`config.mk`:
```
export PLATFORM = sky130hd
export DESIGN_NAME = alu_issue_ctrl
export DESIGN_NICKNAME = d
export VERILOG_FILES = /design/src/rtl/alu_pkg.sv /design/src/rtl/reg_file_8x8.sv /design/src/rtl/alu_issue_ctrl.sv
export SDC_FILE = /design/constraint.sdc
export NUM_CORES = 1
export LEC_CHECK = 0
export CELL_PAD_IN_SITES_DETAIL_PLACEMENT = 0
export CELL_PAD_IN_SITES_GLOBAL_PLACEMENT = 1
export CORE_UTILIZATION = 47
export DETAILED_ROUTE_END_ITERATION = 12
export MAX_ROUTING_LAYER = met4
export PLACE_DENSITY = 0.81
export SLEW_MARGIN = 25
export SYNTH_ARGS = -nofsm -noshare
export SYNTH_HDL_FRONTEND = slang
export SYNTH_SLANG_ARGS = --single-unit
```
`constraint.sdc`:
```
create_clock -name clk_i -period 4.95 [get_ports clk_i]
set_input_delay 0.7425 -clock clk_i [delete_from_list [all_inputs] [get_ports clk_i]]
set_output_delay 0.7425 -clock clk_i [all_outputs]
set_load 0.05 [all_outputs]
```
`src/rtl/alu_pkg.sv`:
```
// Shared definitions for the ALU issue controller: instruction opcodes,
// sequencer states, the HALT encoding and instruction field positions.
package alu_pkg;

    typedef enum logic [2:0] {
        OP_AND = 3'b000,
        OP_ADD = 3'b001,
        OP_XOR = 3'b010,
        OP_BNE = 3'b011,
        OP_LS  = 3'b100,
        OP_RS  = 3'b101,
        OP_LW  = 3'b110,
        OP_SW  = 3'b111
    } op_e;

    typedef enum logic [2:0] {
        IDLE  = 3'd0,
        FETCH = 3'd1,
        EXEC  = 3'd2,
        MEM   = 3'd3,
        DONE  = 3'd4
    } state_e;

    // All-ones word is HALT; it shares the SW opcode and must be checked first.
    localparam logic [8:0] INSTR_HALT = 9'h1FF;

    // Instruction layout: [8:6] op, [5:3] rd, [2:0] rs.
    localparam int OP_MSB = 8;
    localparam int OP_LSB = 6;
    localparam int RD_MSB = 5;
    localparam int RD_LSB = 3;
    localparam int RS_MSB = 2;
    localparam int RS_LSB = 0;

endpackage

```
`src/rtl/reg_file_8x8.sv`:
```
// 8-entry general register file for the issue controller.
// Ports:
//   clk_i, reset_i        clock and synchronous active-high clear of all entries
//   raddr_a_i/rdata_a_o   asynchronous read port A
//   raddr_b_i/rdata_b_o   asynchronous read port B
//   r0_o                  direct tap of r[0] (store base / branch offset)
//   we_i/waddr_i/wdata_i  synchronous write port
module reg_file_8x8
    import alu_pkg::*;
#(
    parameter int DATA_W = 8
) (
    input  logic              clk_i,
    input  logic              reset_i,
    input  logic [2:0]        raddr_a_i,
    input  logic [2:0]        raddr_b_i,
    output logic [DATA_W-1:0] rdata_a_o,
    output logic [DATA_W-1:0] rdata_b_o,
    output logic [DATA_W-1:0] r0_o,
    input  logic              we_i,
    input  logic [2:0]        waddr_i,
    input  logic [DATA_W-1:0] wdata_i
);

    logic [DATA_W-1:0] regs_q [8];

    always_ff @(posedge clk_i) begin
        if (reset_i) begin
            for (int i = 0; i < 8; i++) begin
                regs_q[i] <= '0;
            end
        end else if (we_i) begin
            regs_q[waddr_i] <= wdata_i;
        end
    end

    assign rdata_a_o = regs_q[raddr_a_i];
    assign rdata_b_o = regs_q[raddr_b_i];
    assign r0_o      = regs_q[0];

endmodule

```
`src/rtl/alu_issue_ctrl.sv`:
```
// Multi-cycle issue sequencer in front of an external combinational 8-bit ALU.
// Fetches 9-bit instructions from a combinational ROM, drives the ALU from an
// 8x8 register file and handles writeback, BNE and LW/SW via a req/ack port.
// Ports:
//   clk_i, reset_i              clock, synchronous active-high reset
//   start_i / done_o            run start pulse / high from HALT until restart
//   imem_addr_o / imem_data_i   program counter / fetched instruction
//   alu_cmd_o, alu_a_o, alu_b_o ALU command and operands (zero outside EXEC)
//   alu_rslt_i                  ALU result
//   mem_req_o, mem_we_o         data-memory request and direction (1=store)
//   mem_addr_o, mem_wdata_o     registered address and store data
//   mem_rdata_i, mem_ack_i      load data and one-cycle completion
module alu_issue_ctrl
    import alu_pkg::*;
#(
    parameter int PC_W   = 8,
    parameter int DATA_W = 8
) (
    input  logic              clk_i,
    input  logic              reset_i,
    input  logic              start_i,
    output logic              done_o,
    output logic [PC_W-1:0]   imem_addr_o,
    input  logic [8:0]        imem_data_i,
    output logic [2:0]        alu_cmd_o,
    output logic [DATA_W-1:0] alu_a_o,
    output logic [DATA_W-1:0] alu_b_o,
    input  logic [DATA_W-1:0] alu_rslt_i,
    output logic              mem_req_o,
    output logic              mem_we_o,
    output logic [DATA_W-1:0] mem_addr_o,
    output logic [DATA_W-1:0] mem_wdata_o,
    input  logic [DATA_W-1:0] mem_rdata_i,
    input  logic              mem_ack_i
);

    state_e            state_q, state_d;
    logic [PC_W-1:0]   pc_q, pc_d;
    logic [8:0]        instr_q, instr_d;
    logic              done_q, done_d;
    logic              mem_req_q, mem_req_d;
    logic              mem_we_q, mem_we_d;
    logic [DATA_W-1:0] mem_addr_q, mem_addr_d;
    logic [DATA_W-1:0] mem_wdata_q, mem_wdata_d;

    op_e        op;
    logic [2:0] rd;
    logic [2:0] rs;

    logic [DATA_W-1:0] rf_a;
    logic [DATA_W-1:0] rf_b;
    logic [DATA_W-1:0] rf_r0;
    logic              rf_we;
    logic [DATA_W-1:0] rf_wdata;

    logic signed [DATA_W-1:0] r0_s;
    logic [PC_W-1:0]          br_off;
    logic [PC_W-1:0]          pc_inc;

    assign op = op_e'(instr_q[OP_MSB:OP_LSB]);
    assign rd = instr_q[RD_MSB:RD_LSB];
    assign rs = instr_q[RS_MSB:RS_LSB];

    // Signed size cast sign-extends r[0] to the pc width; pc wraps freely.
    assign r0_s   = rf_r0;
    assign br_off = PC_W'(r0_s);
    assign pc_inc = pc_q + PC_W'(1);

    reg_file_8x8 #(
        .DATA_W(DATA_W)
    ) u_rf (
        .clk_i    (clk_i),
        .reset_i  (reset_i),
        .raddr_a_i(rd),
        .raddr_b_i(rs),
        .rdata_a_o(rf_a),
        .rdata_b_o(rf_b),
        .r0_o     (rf_r0),
        .we_i     (rf_we),
        .waddr_i  (rd),
        .wdata_i  (rf_wdata)
    );

    // ALU drive: SW addresses off r[0] while port A still carries r[rd] as data.
    always_comb begin
        alu_cmd_o = 3'b000;
        alu_a_o   = '0;
        alu_b_o   = '0;
        if (state_q == EXEC) begin
            alu_cmd_o = op;
            alu_a_o   = (op == OP_SW) ? rf_r0 : rf_a;
            alu_b_o   = rf_b;
        end
    end

    always_comb begin
        state_d     = state_q;
        pc_d        = pc_q;
        instr_d     = instr_q;
        done_d      = done_q;
        mem_req_d   = mem_req_q;
        mem_we_d    = mem_we_q;
        mem_addr_d  = mem_addr_q;
        mem_wdata_d = mem_wdata_q;
        rf_we       = 1'b0;
        rf_wdata    = alu_rslt_i;

        case (state_q)
            IDLE, DONE: begin
                if (start_i) begin
                    pc_d    = '0;
                    done_d  = 1'b0;
                    state_d = FETCH;
                end
            end
            FETCH: begin
                instr_d = imem_data_i;
                if (imem_data_i == INSTR_HALT) begin
                    done_d  = 1'b1;
                    state_d = DONE;
                end else begin
                    state_d = EXEC;
                end
            end
            EXEC: begin
                state_d = FETCH;
                case (op)
                    OP_BNE: begin
                        pc_d = alu_rslt_i[0] ? (pc_q + br_off) : pc_inc;
                    end
                    OP_LW: begin
                        mem_addr_d = alu_rslt_i;
                        mem_we_d   = 1'b0;
                        mem_req_d  = 1'b1;
                        state_d    = MEM;
                    end
                    OP_SW: begin
                        mem_addr_d  = alu_rslt_i;
                        mem_wdata_d = rf_a;
                        mem_we_d    = 1'b1;
                        mem_req_d   = 1'b1;
                        state_d     = MEM;
                    end
                    default: begin
                        rf_we = 1'b1;
                        pc_d  = pc_inc;
                    end
                endcase
            end
            MEM: begin
                if (mem_ack_i) begin
                    mem_req_d = 1'b0;
                    pc_d      = pc_inc;
                    state_d   = FETCH;
                    if (op == OP_LW) begin
                        rf_we    = 1'b1;
                        rf_wdata = mem_rdata_i;
                    end
                end
            end
            default: begin
                state_d = IDLE;
            end
        endcase
    end

    always_ff @(posedge clk_i) begin
        if (reset_i) begin
            state_q     <= IDLE;
            pc_q        <= '0;
            instr_q     <= '0;
            done_q      <= 1'b0;
            mem_req_q   <= 1'b0;
            mem_we_q    <= 1'b0;
            mem_addr_q  <= '0;
            mem_wdata_q <= '0;
        end else begin
            state_q     <= state_d;
            pc_q        <= pc_d;
            instr_q     <= instr_d;
            done_q      <= done_d;
            mem_req_q   <= mem_req_d;
            mem_we_q    <= mem_we_d;
            mem_addr_q  <= mem_addr_d;
            mem_wdata_q <= mem_wdata_d;
        end
    end

    assign done_o      = done_q;
    assign imem_addr_o = pc_q;
    assign mem_req_o   = mem_req_q;
    assign mem_we_o    = mem_we_q;
    assign mem_addr_o  = mem_addr_q;
    assign mem_wdata_o = mem_wdata_q;

endmodule

```
# Word-level counts from Yosys, hierarchy flattened
# Memory sizes are Yosys's and may differ from the RTL's. A register that Yosys moved wholly into a read port is not among the register bits.
# Cells that the tools add are included.
# classes
n_addsub	2
reduce_logical	16
muxes	40
n_eq_ne	13
# ops
op	count
8-bit two-way mux	10
3-bit two-way mux	9
8-bit one-hot mux with 3 select lines	1
8-bit one-hot mux with 2 select lines	1
1-bit two-way mux	13
3-bit one-hot mux with 4 select lines	1
2-bit != test (second input constant)	5
3-bit by 2-bit == test with 1-bit output (second input constant)	3
3-bit == test (second input constant)	3
9-bit == test (second input constant)	1
8-bit by 1-bit adder with 8-bit output (second input constant)	1
8-bit adder	1
1-bit one-hot mux with 2 select lines	4
2-bit AND reduction	4
8-bit OR reduction	1
3-bit AND reduction	2
2-bit nonzero test	3
4-bit AND reduction	1
2-bit OR reduction	2
3-bit by 1-bit == test with 1-bit output (second input constant)	1
3-bit zero test	1
3-bit nonzero test	1
3-bit OR reduction	1
2-bit two-way mux	1
# word_totals
input_bits	29
ram_bits	64
memories	1
ff_bits	39
# mem_list
name	words	word_bits	read_ports	rd_ports_with_merged_regs	write_ports	line	text
u_rf.regs_q	8	8	3	2	8	reg_file_8x8.sv:25	logic [DATA_W-1:0] regs_q [8];

# Depth between registers and ports, before layout
# Gate-level depths: netlist of run 1.
# logic_depth
depth_word	9
depth_mapped	7
depth_no_buf	7

# Cells and area by module
# From an unflattened synthesis of run 1, not the netlist that was laid out.
# unflattened
cells_unflattened	534
hier_area_um2	5965.7
# modules_own_cells
module	seq_area_each_um2	area_per_inst_um2	cells_each	instances
reg_file_8x8	1921.8	3525.9	222	1
alu_issue_ctrl	780.7	2439.8	312	1

# Worst setup path after synthesis of run 1
# OpenSTA, ideal clock, no wires.
# synth_path
path_kind	register -> output
start	register state_q[0]
end	output alu_a_o[5]
slack_ps	1721
stages_incl_launch_ff	7
n_path_buf	4
arrival_time_ps	2487
required_time_ps	4208
cell_sequence	dfxtp_1 > buf_2 > or3b_1 > buf_2 > clkbuf_1 > clkbuf_1 > a211oi_1
# synth_via
elab_chain_cells	2
# synth_rtl
element	line	text
start: declaration	alu_issue_ctrl.sv:37	state_e state_q, state_d;
start signal: assignment	alu_issue_ctrl.sv:178	state_q <= state_d;
3-bit by 2-bit == test with 1-bit output	alu_issue_ctrl.sv:89	if (state_q == EXEC) begin
8-bit two-way mux	alu_issue_ctrl.sv:89	
end: declaration	alu_issue_ctrl.sv:26	output logic [DATA_W-1:0] alu_a_o,
# Every way passes these cells.

# Worst setup path in the final report of run 1
# layout_path
start	register state_q[1]
end	output alu_a_o[4]
# The elaborated chain is that of the path after synthesis.

==> summary.log, run 1 <==
[clock_network] CTS HTree Levels 3
[route] post-route antenna net violation count 0
[logic_synthesis] largest area contributor in the synthesized netlist edfxtp_1
[placed_design] Placer Congestion 0.923
[route] number of violations reported at the end of detailed-routing iteration 0 438
[placed_design] detailed placer's ending HPWL 10,300 microns
[sta] Final period util 72.5%
[logic_synthesis] netlist area before placement 5570 sq um
[clock_network] number of buffers inserted by hold repair at cts 0
[pwr] static power due to leakage 2.21 nW
[sta] fmax 279 MHz
[die] Horiz. Die Dim 111 microns
[setup_path] endpoint of the lowest-slack register-to-register path u_rf.regs_q[4][3]$_SDFFCE_PN0P_
[setup_path] category of the worst setup path capture point output pin
[die] Core Area 11,500 sq um
[setup_path] internal reg-to-reg setup slack 2.09 ns
[cells_and_area] filler cell count in the final layout 957
[sta] final hold viol count 0
[setup_path] path type of the worst setup path reg -> out
[logic_synthesis] average cell area after synthesis 11.4 sq um
[die] area enclosed by the die boundary 12,300 sq um
[clock_network] clock sinks 109
[clock_network] CTS tree done
[clock_network] post-CTS repair timing setup buffer count 0
[logic_synthesis] proportion of synthesized chip area in sequential cells 50.7%
[clock_network] post-cts sizing count 0
[pwr] worst IR drop on VDD 205 uV
[route] remaining routing DRC violations 0
[cells_and_area] NumNets Final 588
[sta] shortest clock period the worst path allows after layout 3.59 ns
[global_route] via count of the first global-routing pass 3,997
[flow_run] count of maximum capacitance violations 0
[cells_and_area] area used by multi-input combinational logic 2650 sq um
[setup_path] data arrival time of the critical path 2.85 ns
[clock_network] insertion delay to the later sink of the worst-skew pair 0.36 ns
[global_route] pin count of the biggest net entering global routing 52
[clock_network] Root Buffer clkbuf_16
[global_route] number of antenna violations at the first check in global routing 0
[setup_path] launching point of the worst reg2reg path state_q[0]$_SDFFE_PP0P_
[die] Starting Density 48.6%
[pwr] combinational share of power 11.0%
[sta] pin slew with the least headroom to its limit 1.04 ns
[pwr] Switching Power 0.532 mW
[clock_network] CTS buffer count 9
[setup_path] crit path capture alu_a_o[4]
[die] Die Y 111 microns
[status] run status finished, final reports clean
[setup_path] startpoint class of the critical path flip-flop
[logic_synthesis] Distinct cells, synth 58
[sta] setup TNS 0 ns
[setup_path] biggest fanout along the worst timing path 22
[setup_path] Critical Path Source state_q[1]$_SDFFE_PP0P_
[sta] Final Max Slew Viols 0
[global_route] total routing usage reported by global routing 24.8%
[global_route] sum of overflow across all layers after global routing 0
[pwr] part of the power in registers 52.3%
[sta] Relative slew margins 28.4%
[route] DRT Wirelength 14,300 microns
[logic_synthesis] count of mapped cells out of synthesis 490
[placed_design] number of I/O port buffers 74
[pwr] total chip power 1.98 mW
[setup_path] worst reg2reg path depth 5
[min_path] Min-Delay Path Class reg -> reg
[clock_network] clock-pin slew on the worst setup and hold paths 0.08 ns
[route] via total after detailed routing 4,154
[sta] Setup Viol. Count Final 0
[pwr] clock power share 36.7%
[min_path] Hold Crit Start mem_addr_o[2]$_SDFFE_PP0P_
[route] number of optimization iterations in the first detailed-route pass 7
[logic_synthesis] total nets after synthesis 528
[pwr] fraction of power spent switching nets 26.8%
[route] detail-routed via count per cell 5.95
[sta] Clock Skew 0.0121 ns
[logic_synthesis] fraction of synthesized cell area taken by the top area cell type 34.5%
[setup_path] Data required, critical path 4.21 ns
[sta] RSZ-0062 raised after global routing no
[route] Avg WL per Cell 20.4 microns
[pwr] areal power density over the cells 297 nW/um^2
[cells_and_area] fraction of layout cells with a size suffix above 1 11.2%
[die] Row Count 39
[cells_and_area] area added between synthesis and finish 20.1%
[logic_synthesis] share of async-settable or async-resettable flops after synthesis 0%
[clock_network] clock buffer depth 2
[cells_and_area] number of antenna diodes 0
[cells_and_area] sequential cell area in the final layout 2830 sq um
[logic_synthesis] total number of yosys warnings 0
[logic_synthesis] most area-consuming cells after synthesis edfxtp_1 (35%), dfxtp_1 (16%), mux4_2 (13%)
[die] num ports 75
[logic_synthesis] Yosys reg bits 109
[logic_synthesis] Post-synth EDFFs 64
[pwr] total internal power 1.45 mW
[global_route] first-pass GRT wire length 22,200 microns
[logic_synthesis] dominant register cell in the synthesized netlist edfxtp_1
-- cells by family after synthesis --
| logic type | count (synthesis) | synth area share, % |
|---|---|---|
| multiplexers | 66 | 19.1 |
| XOR/XNOR | 8 | 1.26 |
| adder cells (fa/ha/maj) | 9 | 2.16 |
| flip-flops | 109 | 50.7 |
| AND/OR/NAND/NOR | 204 | 16.6 |
| AO/OA/AOI/OAI | 67 | 8.16 |
| buffers and inverters | 27 | 2.09 |
-- power groups by stage --
stage               clock network, mW  logic, mW  registers, mW
CTS                             0.737      0.218           1.04
global route                    0.769      0.234           1.04
detailed placement                  0      0.217           1.06
floorplan                           0      0.161           1.03
global placement                    0      0.214           1.05
finish                          0.728      0.218           1.04
-- placed cells by master (no fill, tap or decap), types with 8 or more instances in the layout --
master / n
a21oi_1: 21
edfxtp_1: 64
clkbuf_16: 9
nand2b_1: 8
a211oi_1: 19
nand2_1: 34
clkdlybuf4s50_1: 73
dfxtp_1: 43
nand3_1: 11
mux2i_1: 32
ha_1: 8
nor2_1: 114
mux4_2: 32
-- cell usage after synthesis, drive strengths merged (4+ instances only) --
library cell / n
a21oi: 21
clkbuf: 14
nor2b: 4
a211oi: 20
o21ai: 7
mux2i: 33
nand2b: 8
mux4: 32
nor2: 116
buf: 11
nand2: 34
ha: 8
nand3: 11
and2: 4
edfxtp: 64
dfxtp: 45
nand4: 4
xor2: 4
nor3: 6
xnor2: 4
-- cell type report --
class	instances	area share (%)
clock buffers	9	3.37
well taps	143	2.67
flip-flops and latches	109	42.2
clock inverters	7	1.08
multi-input cells	354	39.5
repair buffers	74	11.0
inverters	2	0.112
-- per-layer routing --
metal,part of all wire (%),up-vias,track usage [%]
met5,0,-,-
met4,1.7,0,8.80
met3,7.4,17,4.98
met2,47,166,37.0
met1,44,2022,33.7
li1,-,1949,-
-- how the worst min path moves through the flow --
stage	slack [ns]	cells after the start	endpoint
2_1_floorplan	0.46	2	flip-flop
3_3_place_gp	0.44	2	mem_addr_o[4]$_SDFFE_PP0P_
3_5_place_dp	0.45	2	mem_addr_o[4]$_SDFFE_PP0P_
4_1_cts	0.46	2	mem_addr_o[4]$_SDFFE_PP0P_
5_1_grt	0.48	2	mem_req_o$_SDFFE_PP0P_
6_report	0.46	2	mem_addr_o[2]$_SDFFE_PP0P_
-- worst max-delay path: stages, from the launching register on --
cell	delay, ns
dfxtp_1	0.48
or3b_1	0.76
a211oi_1	0.37
clkdlybuf4s50_1	0.86
-- through the flow --
step	cell area, sq um	hold WS, ns	worst slack [ns]	util (%)	cells
6_report	6690	0.461	1.36	58.3	698
2_1_floorplan	5570	0.463	1.72	-	490
4_1_cts	6680	0.462	1.03	58.2	698
3_3_place_gp	6380	0.443	1.46	55.6	682
5_1_grt	6690	0.485	1.23	58.3	698
3_5_place_dp	6380	0.448	1.42	55.6	682
-- state kept, by name (all words and copies together) (netlist names), named ones only --
| signal | count |
|---|---|
| done_o | 1 |
| imem_addr_o | 8 |
| instr_q | 9 |
| mem_addr_o | 8 |
| mem_req_o | 1 |
| mem_wdata_o | 8 |
| mem_we_o | 1 |
| state_q | 3 |
| u_rf.regs_q | 64 |
Power figures use the tool's default switching activity.
==> run 2: changes to the inputs <==
- CORE_UTILIZATION: 47 -> 40
- PLACE_DENSITY: 0.81 -> 0.73
- clock period: 4.95 -> 3 ns (I/O delays scaled with it)
==> run 2 against run 1 <==
Wire length grew 4.1%. Sequential power grew 63%. Clock power grew 80%. Hold slack lost 0.00056 ns. Setup slack lost 1.0 ns. Flip-flop and latch count is the same. Die area grew 17%. Core utilization shrank 6.7 points. Clock skew shrank 0.0038 ns. First-iteration DRC count shrank 30%.
==> summary.log, run 2 (synthesized netlist as in run 1, its figures left out) <==
[status] run status finished, final reports clean [unchanged]
[clock_network] post-CTS repair timing setup buffer count 0 [unchanged]
[global_route] total routing usage reported by global routing 22.8% [was 24.8%]
[clock_network] Root Buffer clkbuf_16 [unchanged]
[sta] Clock Skew 0.00823 ns [was 0.0121 ns]
[cells_and_area] Top reg by flops u_rf.regs_q [unchanged]
[sta] Setup Viol. Count Final 0 [unchanged]
[route] number of optimization iterations in the first detailed-route pass 5 [was 7]
[cells_and_area] filler cell count in the final layout 1,203 [was 957]
[pwr] areal power density over the cells 492 nW/um^2 [was 297 nW/um^2]
[route] post-route antenna net violation count 0 [unchanged]
[placed_design] number of I/O port buffers 74 [unchanged]
[sta] fmax 374 MHz
[cells_and_area] area used by multi-input combinational logic 2640 sq um [was 2650 sq um]
[flow_run] count of maximum capacitance violations 0 [unchanged]
[cells_and_area] Largest register FFs 64 [unchanged]
[die] Die Y 120 microns [was 111 microns]
[cells_and_area] sequential cell area in the final layout 2820 sq um [was 2830 sq um]
[placed_design] Placer Congestion 0.919 [was 0.923]
[die] num ports 75 [unchanged]
[sta] pin slew with the least headroom to its limit 0.896 ns [was 1.04 ns]
[cells_and_area] area added between synthesis and finish 24.2% [was 20.1%]
[setup_path] Slowest-stage cell, CP or3b_1 [was clkdlybuf4s50_1]
[setup_path] path type of the worst setup path reg -> out [unchanged]
[cells_and_area] number of antenna diodes 0 [unchanged]
[route] DRT Wirelength 14,900 microns [was 14,300 microns]
[die] Core Area 13,400 sq um [was 11,500 sq um]
[setup_path] startpoint class of the critical path flip-flop [unchanged]
[global_route] number of antenna violations at the first check in global routing 0 [unchanged]
[cells_and_area] leading cell types in the layout, fill and taps excluded nor2_1 (114), edfxtp_1 (64), clkdlybuf4s50_1 (57) [was nor2_1 (114), clkdlybuf4s50_1 (73), edfxtp_1 (64)]
[cells_and_area] NumNets Final 615 [was 588]
[cells_and_area] most frequent standard cell in the layout excluding fill and tap cells nor2_1 [unchanged]
[route] Avg WL per Cell 19.6 microns [was 20.4 microns]
[setup_path] biggest fanout along the worst timing path 22 [unchanged]
[clock_network] clock buffer depth 2 [unchanged]
[setup_path] combined buffer and inverter count along the critical path 1 [unchanged]
[die] Row Count 42 [was 39]
[sta] setup TNS 0 ns [unchanged]
[clock_network] clock-pin slew on the worst setup and hold paths 0.08 ns [about the same]
[die] Horiz. Die Dim 120 microns [was 111 microns]
[setup_path] CP cell instances or3b_1 > a211oi_1 > buf_4 [was or3b_1 > a211oi_1 > clkdlybuf4s50_1]
[clock_network] CTS buffer count 9 [unchanged]
[setup_path] Data required, critical path 2.55 ns [was 4.21 ns]
[sta] final hold viol count 0 [unchanged]
[setup_path] critical path's top delay family simple AND/OR/NAND/NOR gates [was buffers and inverters]
[setup_path] Max stage delay on crit path 0.76 ns [was 0.86 ns]
[clock_network] number of buffers inserted by hold repair at cts 0 [unchanged]
[sta] Relative slew margins 40.3% [was 28.4%]
[cells_and_area] Regs by FF count u_rf.regs_q: 64 flops, instr_q: 9 flops [unchanged]
[global_route] via count of the first global-routing pass 4,093 [was 3,997]
[pwr] worst IR drop on VDD 309 uV [was 205 uV]
[die] Starting Density 41.6% [was 48.6%]
[clock_network] clock sinks 109 [unchanged]
[die] area enclosed by the die boundary 14,400 sq um [was 12,300 sq um]
[global_route] pin count of the biggest net entering global routing 41 [was 52]
[global_route] first-pass GRT wire length 23,800 microns [was 22,200 microns]
[route] via total after detailed routing 4,186 [was 4,154]
[clock_network] post-cts sizing count 0 [unchanged]
[sta] shortest clock period the worst path allows after layout 2.68 ns
[global_route] sum of overflow across all layers after global routing 0 [unchanged]
[route] detail-routed via count per cell 5.52 [was 5.95]
[setup_path] data arrival time of the critical path 2.23 ns [was 2.85 ns]
[placed_design] detailed placer's ending HPWL 10,900 microns [was 10,300 microns]
[cells_and_area] fraction of layout cells with a size suffix above 1 17.5% [was 11.2%]
[clock_network] CTS tree done [unchanged]
[clock_network] CTS HTree Levels 3 [unchanged]
[min_path] Min-Delay Path Class reg -> reg [unchanged]
[pwr] total chip power 3.40 mW [was 1.98 mW]
[sta] RSZ-0062 raised after global routing no [unchanged]
[sta] Final Max Slew Viols 0 [unchanged]
[setup_path] category of the worst setup path capture point output pin [unchanged]
[clock_network] insertion delay to the later sink of the worst-skew pair 0.35 ns [was 0.36 ns]
[sta] Final period util 89.2%
[route] remaining routing DRC violations 0 [unchanged]
[pwr] static power due to leakage 2.39 nW [was 2.21 nW]
[route] number of violations reported at the end of detailed-routing iteration 0 306 [was 438]
[run 2: cell count changes in the layout (fill, tap and decap cells not counted), sizes merged]
cell,before,now
bufinv,0,2
clkdlybuf4s50,73,57
clkinv,2,1
inv,6,5
buf,1,44
[run 2: final cells by class]
cell class              count  area share, %
clock buffers               9           3.26
well taps                 176           3.18
clock inverters             7           1.52
repair buffers            101           13.0
multi-input cells         354           38.1
flip-flops and latches    109           40.8
inverters                   2          0.109
[run 2: per-layer routing]
layer	part of all wire, %	vias to the layer above	wire length, microns	global-route usage, %
met2	47	152	7040	35.2
li1	-	1993	-	-
met4	1.5	0	218	6.33
met3	6.7	15	991	3.37
met1	44	2026	6610	31.4
met5	0	-	0	-
[run 2: final timing paths]
kind                                 end  slack [ns]                       startpoint  depth (start not counted)
min           mem_addr_o[5]$_SDFFE_PP0P_        0.46       mem_addr_o[5]$_SDFFE_PP0P_                          2
max reg2reg  imem_addr_o[6]$_SDFFE_PP0P_        0.65  u_rf.regs_q[0][0]$_SDFFCE_PN0P_                          7
max                           alu_a_o[4]        0.32          state_q[1]$_SDFFE_PP0P_                          3
min reg2reg   mem_addr_o[5]$_SDFFE_PP0P_        0.46       mem_addr_o[5]$_SDFFE_PP0P_                          2
[run 2: tightest hold or removal path, delay by kind of cell, from the launching register on]
kind	cells	cell delay (ns)
compound gates	1	0.05
flops	1	0.31
simple gates	1	0.05
[run 2: report_power, final]
part	leakage (nW)	internal (mW)	switching (mW)
registers	1.03	1.63	0.0588
clock network	0.159	0.746	0.563
logic	1.20	0.183	0.221
total	2.39	2.56	0.843
[run 2: through the flow]
stage	hold WS, ns	cell area (sq um)	instances	setup slack [ns]	util (%)
final	0.460	6910	758	0.325	51.6
after global routing	0.488	6910	758	0.155	51.6
after CTS	0.460	6910	758	0.291	51.6
after detailed placement	0.449	6580	742	0.215	49.1
after global placement	0.445	6580	742	0.287	49.1
after floorplan	0.463	5570	490	0.0630	-
==> variant (settings of run 2) <==
Change the parameter `PC_W` from 8 to 9.
--- a/src/rtl/alu_issue_ctrl.sv
+++ b/src/rtl/alu_issue_ctrl.sv
@@ -15,3 +15,3 @@
 #(
-    parameter int PC_W   = 8,
+    parameter int PC_W   = 9,
     parameter int DATA_W = 8
Interface: changed (resized imem_addr_o); port bits go from 75 to 76. No check against the original RTL was run, so the function may have changed too.
==> variant against run 2 <==
- area after synthesis up 3.7%
- sequential cell count up 1
- worst setup slack improved by 0.039 ns
- largest power group unchanged
- final area up 2.6%
- critical path depth unchanged
- fmax increased by 1.5%
- count of clock-buffer cells in the layout unchanged
- power down 2.4%
- wire length up 1.1%
==> variant: results (changes against run 2) <==
Pre-antenna DRT Iters: 4 (-1)
Latest clock arrival within the worst-skew pair: 0.35 ns (about the same)
Synth area leaders: edfxtp_1 33%, dfxtp_1 16%, mux4_2 12%, nor2_1 7.3%, mux2i_1 5.9%
NumNets Final: 640 (+4.1%)
Setup bufs post-CTS: 0 (unchanged)
Max FO, Critical Path: 11 (-50%)
H-tree depth: 3 (unchanged)
Max reg flops: 64 (unchanged)
Vias per cell: 5.53 (+0.19%)
Clock transition at path regs: 0.07 ns
Sequential-to-total area share from yosys stat: 0.492 (-0.0147)
Crit path DAT: 2.19 ns (-0.04 ns)
Initial antenna violation count: 0 (unchanged)
Gr usage total: 0.219 (-0.00964)
Leak pwr: 2.48 nW (+4.0%)
Largest net degree at the start of global routing: 33 (-20%)
Synth cell types: 51 (-12%)
First-pass GRT wire length: 23.2 mm (-2.3%)
Total routed wirelength: 15.0 mm (+1.1%)
Cts bufs inserted: 9 (unchanged)
Skew final: 0.00655 ns (-0.00167 ns)
HPWL Detailed: 11.2 mm (+2.5%)
Vias in the first global route: 4132 (+0.95%)
Max IR drop VDD: 0.000328 V (+5.9%)
Synth top cells by count: 113 x nor2_1, 64 x edfxtp_1, 46 x dfxtp_1
Antenna Cells: 0 (unchanged)
Run status: finished clean
YS warnings: 0 (unchanged)
Fraction of final layout cells sized beyond drive strength 1: 0.168 (-0.00694)
DRT iter0 DRCs: 311 (+1.6%)
Syn Nets: 555 (+5.1%)
Post-synth ARST share: 0 (unchanged)
Hold Crit Class: flop to flop
Post-synth EDFFs: 64 (unchanged)
Fillers: 1276 (+6.1%)
Sw Share: 0.238 (-0.00950)
Largest Register: u_rf.regs_q
Post-cts gate resize count: 0 (unchanged)
I/O Buffers: 75 (+1.4%)
Clock buffer depth: 2 (unchanged)
Slew of the pin with the lowest slew margin: 0.754 ns (-0.142 ns)
Clock Root Buffer: clkbuf_16
Routability cong.: 0.818 (-11%)
-- variant: cell types whose count changed after synthesis, sizes merged, moves of 3 or more --
cell,before,now
a21boi,3,0
a221oi,0,3
a22oi,1,4
and3,1,7
buf,11,17
clkbuf,14,10
nand2,34,40
nor3,6,12
-- variant: path summary, 6_finish.rpt --
path / start / end / slack, ns / cells past startpoint
max reg2reg: state_q[0] / u_rf.regs_q[5][5] / 0.67 / 5
min: mem_addr_o[4] / mem_addr_o[4] / 0.47 / 2
min reg2reg: mem_addr_o[4] / mem_addr_o[4] / 0.47 / 2
max: state_q[0] / alu_cmd_o[2] / 0.36 / 3
-- variant: area by class of cell --
class                      count  area [um2]  area share
clock buffer                   9         225      0.0317
clock inverter                 7        95.1      0.0134
inverter                       3        11.3     0.00159
multi-input combinational    376        2800       0.394
sequential                   110        2840       0.401
tap                          180         225      0.0317
timing repair buffer         101         901       0.127
-- variant: per-stage QoR --
| stage | utilization | hold WS [ns] | cells | instance area (um2) | setup slack (ns) |
|---|---|---|---|---|---|
| after floorplan | - | 0.463 | 516 | 5780 | 0.0987 |
| after global placement | 0.484 | 0.447 | 770 | 6780 | 0.258 |
| after detailed placement | 0.484 | 0.452 | 770 | 6780 | 0.196 |
| after CTS | 0.507 | 0.465 | 786 | 7100 | 0.326 |
| after global routing | 0.507 | 0.494 | 786 | 7100 | 0.212 |
| final | 0.507 | 0.465 | 786 | 7100 | 0.364 |
-- variant: per-layer routing --
layer,GRT usage,wire [um],vias to the layer above
li1,-,-,2101
met1,0.282,6790,2109
met2,0.339,7210,123
met3,0.0328,695,16
met4,0.0998,325,0
met5,-,0,-
-- variant: cells by family after synthesis --
family / share of synthesized area
adder cells (fa/ha/maj): 0.0230
buffers and inverters: 0.0236
AND/OR/NAND/NOR: 0.172
XOR/XNOR: 0.00910
flip-flops: 0.492
AO/OA/AOI/OAI: 0.0942
multiplexers: 0.186
-- variant: power by group through the flow --
stage,sequential [W],combinational [W],clock [W]
after floorplan,0.00169,0.000231,0
after global placement,0.00172,0.000337,0
after detailed placement,0.00172,0.000341,0
after CTS,0.00168,0.000341,0.00133
after global routing,0.00169,0.000361,0.00138
final,0.00168,0.000337,0.00130
-- variant: critical path: stages (launching register included) --
cell and delay [ns]:
dfxtp_1 0.41, nor3b_2 0.42, and2_1 0.20, clkdlybuf4s50_1 0.80
